<file path="config.mk">
export PLATFORM = sky130hd
export DESIGN_NAME = amp_i2c_target
export DESIGN_NICKNAME = d
export VERILOG_FILES = /design/src/rtl/amp_i2c_target.sv
export SDC_FILE = /design/constraint.sdc
export NUM_CORES = 1
export LEC_CHECK = 0
export ABC_AREA = 0
export CAP_MARGIN = 20
export CORE_ASPECT_RATIO = 2
export CORE_MARGIN = 8
export CORE_UTILIZATION = 45
export CTS_CLUSTER_SIZE = 40
export DETAILED_ROUTE_END_ITERATION = 10
export PLACE_DENSITY = 0.69
export SLEW_MARGIN = 20
export SYNTH_ARGS = -nofsm -noshare
export SYNTH_HDL_FRONTEND = slang
export SYNTH_SLANG_ARGS = --single-unit
export TNS_END_PERCENT = 5
</file>
<file path="constraint.sdc">
create_clock -name clk -period 2.1 [get_ports clk]
set_input_delay 0.63 -clock clk [delete_from_list [all_inputs] [get_ports clk]]
set_output_delay 0.63 -clock clk [all_outputs]
set_load 0.02 [all_outputs]
</file>
<file path="src/rtl/amp_i2c_target.sv">
// I2C target endpoint driving an 8-bit register-file port; scl/sda are oversampled on clk.
// Define I2C_GLITCH_FILTER_EN to require 3 stable clk samples before a line change is accepted.
module amp_i2c_target #(
  parameter logic [6:0]  SLAVE_ADDR  = 7'h20,
  parameter int unsigned SYNC_STAGES = 2
) (
  input  logic       clk,
  input  logic       reset,
  input  logic       scl_in,
  input  logic       sda_in,
  output logic       sda_oe,
  output logic [7:0] reg_addr,
  output logic [7:0] reg_wdata,
  output logic       reg_wr_en,
  output logic       reg_rd_en,
  input  logic [7:0] reg_rdata,
  output logic       busy
);

  typedef enum logic [3:0] {
    IDLE, ADDR, ADDR_ACK, REG, REG_ACK, WDATA, WDATA_ACK, RDATA, RDATA_ACK
  } state_t;

  logic [SYNC_STAGES-1:0] scl_sync, sda_sync;
  logic scl_raw, sda_raw, scl_s, sda_s, scl_q, sda_q;
  logic scl_rise, scl_fall, start_det, stop_det;

  always_ff @(posedge clk or negedge reset) begin
    if (!reset) begin
      scl_sync <= '1;
      sda_sync <= '1;
    end else begin
      scl_sync <= {scl_sync[SYNC_STAGES-2:0], scl_in};
      sda_sync <= {sda_sync[SYNC_STAGES-2:0], sda_in};
    end
  end

  assign scl_raw = scl_sync[SYNC_STAGES-1];
  assign sda_raw = sda_sync[SYNC_STAGES-1];

`ifdef I2C_GLITCH_FILTER_EN
  logic [1:0] scl_hist, sda_hist;

  always_ff @(posedge clk or negedge reset) begin
    if (!reset) begin
      scl_hist <= '1;
      sda_hist <= '1;
      scl_s    <= 1'b1;
      sda_s    <= 1'b1;
    end else begin
      scl_hist <= {scl_hist[0], scl_raw};
      sda_hist <= {sda_hist[0], sda_raw};
      if (scl_raw == scl_hist[0] && scl_raw == scl_hist[1]) scl_s <= scl_raw;
      if (sda_raw == sda_hist[0] && sda_raw == sda_hist[1]) sda_s <= sda_raw;
    end
  end
`else
  assign scl_s = scl_raw;
  assign sda_s = sda_raw;
`endif

  always_ff @(posedge clk or negedge reset) begin
    if (!reset) begin
      scl_q <= 1'b1;
      sda_q <= 1'b1;
    end else begin
      scl_q <= scl_s;
      sda_q <= sda_s;
    end
  end

  assign scl_rise  = scl_s & ~scl_q;
  assign scl_fall  = ~scl_s & scl_q;
  assign start_det = scl_s & scl_q & sda_q & ~sda_s;
  assign stop_det  = scl_s & scl_q & ~sda_q & sda_s;

  state_t     state, state_n;
  logic [3:0] bit_cnt, bit_cnt_n;
  logic [7:0] shifter, shifter_n, byte_in;
  logic [7:0] reg_addr_n, reg_wdata_n;
  logic       sda_oe_n, reg_wr_en_n, reg_rd_en_n, busy_n;
  logic       rw, rw_n, load_pend, load_pend_n, inc_pend, inc_pend_n, ack_seen, ack_seen_n;

  always_ff @(posedge clk or negedge reset) begin
    if (!reset) begin
      state     <= IDLE;
      bit_cnt   <= '0;
      shifter   <= '0;
      sda_oe    <= 1'b0;
      reg_addr  <= '0;
      reg_wdata <= '0;
      reg_wr_en <= 1'b0;
      reg_rd_en <= 1'b0;
      busy      <= 1'b0;
      rw        <= 1'b0;
      load_pend <= 1'b0;
      inc_pend  <= 1'b0;
      ack_seen  <= 1'b0;
    end else begin
      state     <= state_n;
      bit_cnt   <= bit_cnt_n;
      shifter   <= shifter_n;
      sda_oe    <= sda_oe_n;
      reg_addr  <= reg_addr_n;
      reg_wdata <= reg_wdata_n;
      reg_wr_en <= reg_wr_en_n;
      reg_rd_en <= reg_rd_en_n;
      busy      <= busy_n;
      rw        <= rw_n;
      load_pend <= load_pend_n;
      inc_pend  <= inc_pend_n;
      ack_seen  <= ack_seen_n;
    end
  end

  assign byte_in = {shifter[6:0], sda_s};

  always_comb begin
    state_n     = state;
    bit_cnt_n   = bit_cnt;
    shifter_n   = shifter;
    sda_oe_n    = sda_oe;
    reg_addr_n  = reg_addr;
    reg_wdata_n = reg_wdata;
    reg_wr_en_n = 1'b0;
    reg_rd_en_n = 1'b0;
    busy_n      = busy;
    rw_n        = rw;
    load_pend_n = reg_rd_en;
    inc_pend_n  = 1'b0;
    ack_seen_n  = ack_seen;
    // read data arrives the cycle after reg_rd_en; pointer bump lags the write strobe by one cycle
    if (load_pend) shifter_n = reg_rdata;
    if (inc_pend) reg_addr_n = reg_addr + 8'd1;

    if (stop_det) begin
      state_n  = IDLE;
      sda_oe_n = 1'b0;
      busy_n   = 1'b0;
    end else if (start_det) begin
      state_n   = ADDR;
      sda_oe_n  = 1'b0;
      bit_cnt_n = '0;
    end else begin
      unique case (state)
        IDLE: sda_oe_n = 1'b0;
        ADDR, REG, WDATA: begin
          if (scl_rise) begin
            shifter_n = byte_in;
            bit_cnt_n = bit_cnt + 4'd1;
            if (bit_cnt == 4'd7) begin
              bit_cnt_n = '0;
              if (state == ADDR) begin
                if (byte_in[7:1] == SLAVE_ADDR) begin
                  state_n = ADDR_ACK;
                  busy_n  = 1'b1;
                  rw_n    = byte_in[0];
                end else begin
                  state_n = IDLE;
                end
              end else if (state == REG) begin
                reg_addr_n = byte_in;
                state_n    = REG_ACK;
              end else begin
                reg_wdata_n = byte_in;
                reg_wr_en_n = 1'b1;
                inc_pend_n  = 1'b1;
                state_n     = WDATA_ACK;
              end
            end
          end
        end
        // sda_oe doubles as the ACK phase: first fall starts driving, second fall ends the ACK
        ADDR_ACK, REG_ACK, WDATA_ACK: begin
          if (scl_rise && sda_oe && state == ADDR_ACK && rw) reg_rd_en_n = 1'b1;
          if (scl_fall) begin
            if (!sda_oe) begin
              sda_oe_n = 1'b1;
            end else begin
              bit_cnt_n = '0;
              if (state == ADDR_ACK && rw) begin
                state_n  = RDATA;
                sda_oe_n = ~shifter[7];
              end else begin
                state_n  = (state == ADDR_ACK) ? REG : WDATA;
                sda_oe_n = 1'b0;
              end
            end
          end
        end
        RDATA: begin
          if (scl_rise) bit_cnt_n = bit_cnt + 4'd1;
          if (scl_fall) begin
            if (bit_cnt == 4'd8) begin
              sda_oe_n   = 1'b0;
              state_n    = RDATA_ACK;
              ack_seen_n = 1'b0;
            end else begin
              shifter_n = {shifter[6:0], 1'b0};
              sda_oe_n  = ~shifter[6];
            end
          end
        end
        RDATA_ACK: begin
          if (scl_rise && !ack_seen) begin
            if (!sda_s) begin
              ack_seen_n  = 1'b1;
              reg_addr_n  = reg_addr + 8'd1;
              reg_rd_en_n = 1'b1;
            end else begin
              state_n = IDLE;
            end
          end
          if (scl_fall && ack_seen) begin
            state_n   = RDATA;
            sda_oe_n  = ~shifter[7];
            bit_cnt_n = '0;
          end
        end
        default: state_n = IDLE;
      endcase
    end
  end

endmodule

</file>
==> out/qor.yml <==
status: "finished, final reports clean"
worst_slew_pin_slew_ns: 0.431
slowest_delay_ns: 0.67
insertion_delay_ns: 0.29
vias: 2420
end_kind: "output port"
cts.sinks: 45
yosysSeqAreaShare_pct: 42.1
firstDrtPassIters: 5
reg2reg_depth: 5
timing.rr.start: "scl_q$_DFF_PN1_"
vdd_drop_max_uv: 712
startpoint: "sda_oe$_DFFE_PN0P_"
grt_usage_pct: 17.0
tns_ns: 0
crit_buf_inv: 1
setup-violations-final: 0
gp_congestion: 0.966
grt_pass1_vias: 2383
cts_buffers: 5
path_clk_slew_ns: 0.07
skew_ns: 0.00628
vias_per_cell: 6.37
crit_type: "reg -> out"
r2r-end: "state[0]$_DFFE_PN0P_"
leakagePower_nw: 1.47
synth_nets: 290
antenna_found_initial: 0
post_cts_resized: 0
syn_to_final_growth_pct: 24.7
crit_chain: "clkdlybuf4s50_1"
cp_top_family: "buffers and inverters"
rrSetupSlack_ns: 0.05
synthCells: 275
wl_mm: 7.32
fin_ws_ns: 0.00207
h-tree-depth: 2
place_ws_ns: 0.0167
die-area_um2: 8870
grt_max_degree: 31
path_depth: 1
drc: 0
initialDrtViolationCount: 172
drv_cap: 0
fp.dieH_um: 125
synth_cell_types: 59
pwr_density_cell_nw_per_um2: 1230
grt_first_pass_wirelength_mm: 12.1
cts_tree: "done"
fmax_ghz: 0.477
nets: 331
slew_headroom_pct: 71.0
grt_overflow: 0
ant_nets: 0
drive_gt1_share_pct: 18.0
antennaDiodeCount: 0
path_max_fanout: 6
ys_async_sr_fraction_pct: 100
rsz0062_at_grt: "false"
cp_data_required_time_ns: 1.47
critPathArrivalTime_ns: 1.47
cp_slowest_cell: "clkdlybuf4s50_1"
cts.hold.buffers_added: 0
ios: 32
synthFlopType: "dfrtp_1"
final_hold_viol_count: 0
cts_buffer_depth: 2
layout_worst_path_cycle_share_pct: 99.9
synth_edf_count: 0
final_common_cell: "dfrtp_1"
avgSynthCellArea_um2: 9.80
cts_root_buf: "clkbuf_16"
portBuffers: 31
drv_slew: 0
hold_class: "in -> async"
ys_warn_count: 0
die_x_um: 70.7
post_drt_wl_per_cell_um: 19.3
coreArea_um2: 5910
post_cts_buffers: 0
cp-start-kind: "flip-flop"
rows: 40
endpoint: "sda_oe"
dp_hpwl_mm: 5.40
final_cell_mix: "dfrtp_1 (39), nand2_1 (30), clkdlybuf4s50_1 (30), buf_4 (19)"
synth-seq-cells: 45
synth_area_um2: 2690
start_util_pct: 45.6
period_needed_ns: 2.10
[registers in the layout, indices dropped and copies added (netlist names), 2 cells and up]
register	cells
reg_addr	8
reg_wdata	8
sda_sync	2
scl_sync	2
shifter	8
bit_cnt	4
state	4
[worst min-delay path by stage]
stage | start | end | slack (ns) | cells after the start
4_1_cts | reset | reg_addr[1]$_DFF_PN0_ | 0.28 | 1
5_1_grt | reset | reg_addr[1]$_DFF_PN0_ | 0.29 | 1
2_1_floorplan | reset | ack_seen$_DFFE_PN0P_ | 0.33 | 0
6_report | reset | reg_addr[1]$_DFF_PN0_ | 0.27 | 1
3_5_place_dp | sda_sync[0]$_DFF_PN1_ | sda_sync[1]$_DFF_PN1_ | 0.35 | 0
3_3_place_gp | sda_sync[0]$_DFF_PN1_ | sda_sync[1]$_DFF_PN1_ | 0.35 | 0
[cell type report]
class	instances	area [um2]
well taps	63	78.8
multi-input cells	206	1460
repair buffers	51	468
clock buffers	5	125
inverters	7	26.3
clock inverters	3	68.8
fillers	515	2550
flip-flops and latches	45	1130
[where the power goes]
part	total (mW)	switching (mW)	leakage [nW]	internal, mW
Clock	1.04	0.352	0.0944	0.686
Combinational	1.75	0.932	0.794	0.815
Sequential	1.36	0.296	0.585	1.07
[logic make-up after synthesis]
kind of cell,Yosys count,synth area share (%)
simple gates,103,21.7
fa+ha+maj,3,1.39
mux,25,9.71
xor+xnor,4,1.30
flops,45,42.1
buf+inv,24,4.37
compound gates,71,19.4
[metal layers]
metal / global-route usage (%) / up-vias / part of all wire [%]
met5: 0 / - / 0
li1: - / 1111 / -
met2: 27.5 / 104 / 49
met4: 7.17 / 0 / 2.7
met1: 20.9 / 1187 / 42
met3: 3.84 / 18 / 6.3
[synthesized netlist by cell type (4+ instances only)]
master / number / share of area (%)
a21oi_1: 11 / 2.0
a31oi_1: 5 / 1.2
a32o_1: 4 / 1.5
and3_1: 5 / 1.2
buf_2: 7 / 1.3
clkbuf_1: 5 / 0.70
dfrtp_1: 39 / 36
dfstp_2: 6 / 5.9
inv_1: 7 / 0.98
mux2_2: 9 / 3.8
mux2i_1: 16 / 5.9
nand2_1: 30 / 4.2
nand3_1: 7 / 1.3
nand4_1: 4 / 0.93
nor2_1: 16 / 2.2
nor2b_1: 12 / 2.8
o211ai_1: 4 / 1.1
o21a_1: 5 / 1.4
o21ai_0: 10 / 1.9
o31ai_1: 6 / 1.7
[stage by stage]
stage,cell area [um2],hold slack [ns],util (%),std cells,power (mW)
global route,3360,0.286,56.9,380,4.40
CTS,3340,0.276,56.6,380,4.13
floorplan,2690,0.334,-,275,2.49
finish,3360,0.267,56.9,380,4.15
detailed placement,3150,0.354,53.3,372,3.08
global placement,3150,0.346,53.3,372,3.05
Power figures use the tool's default switching activity.
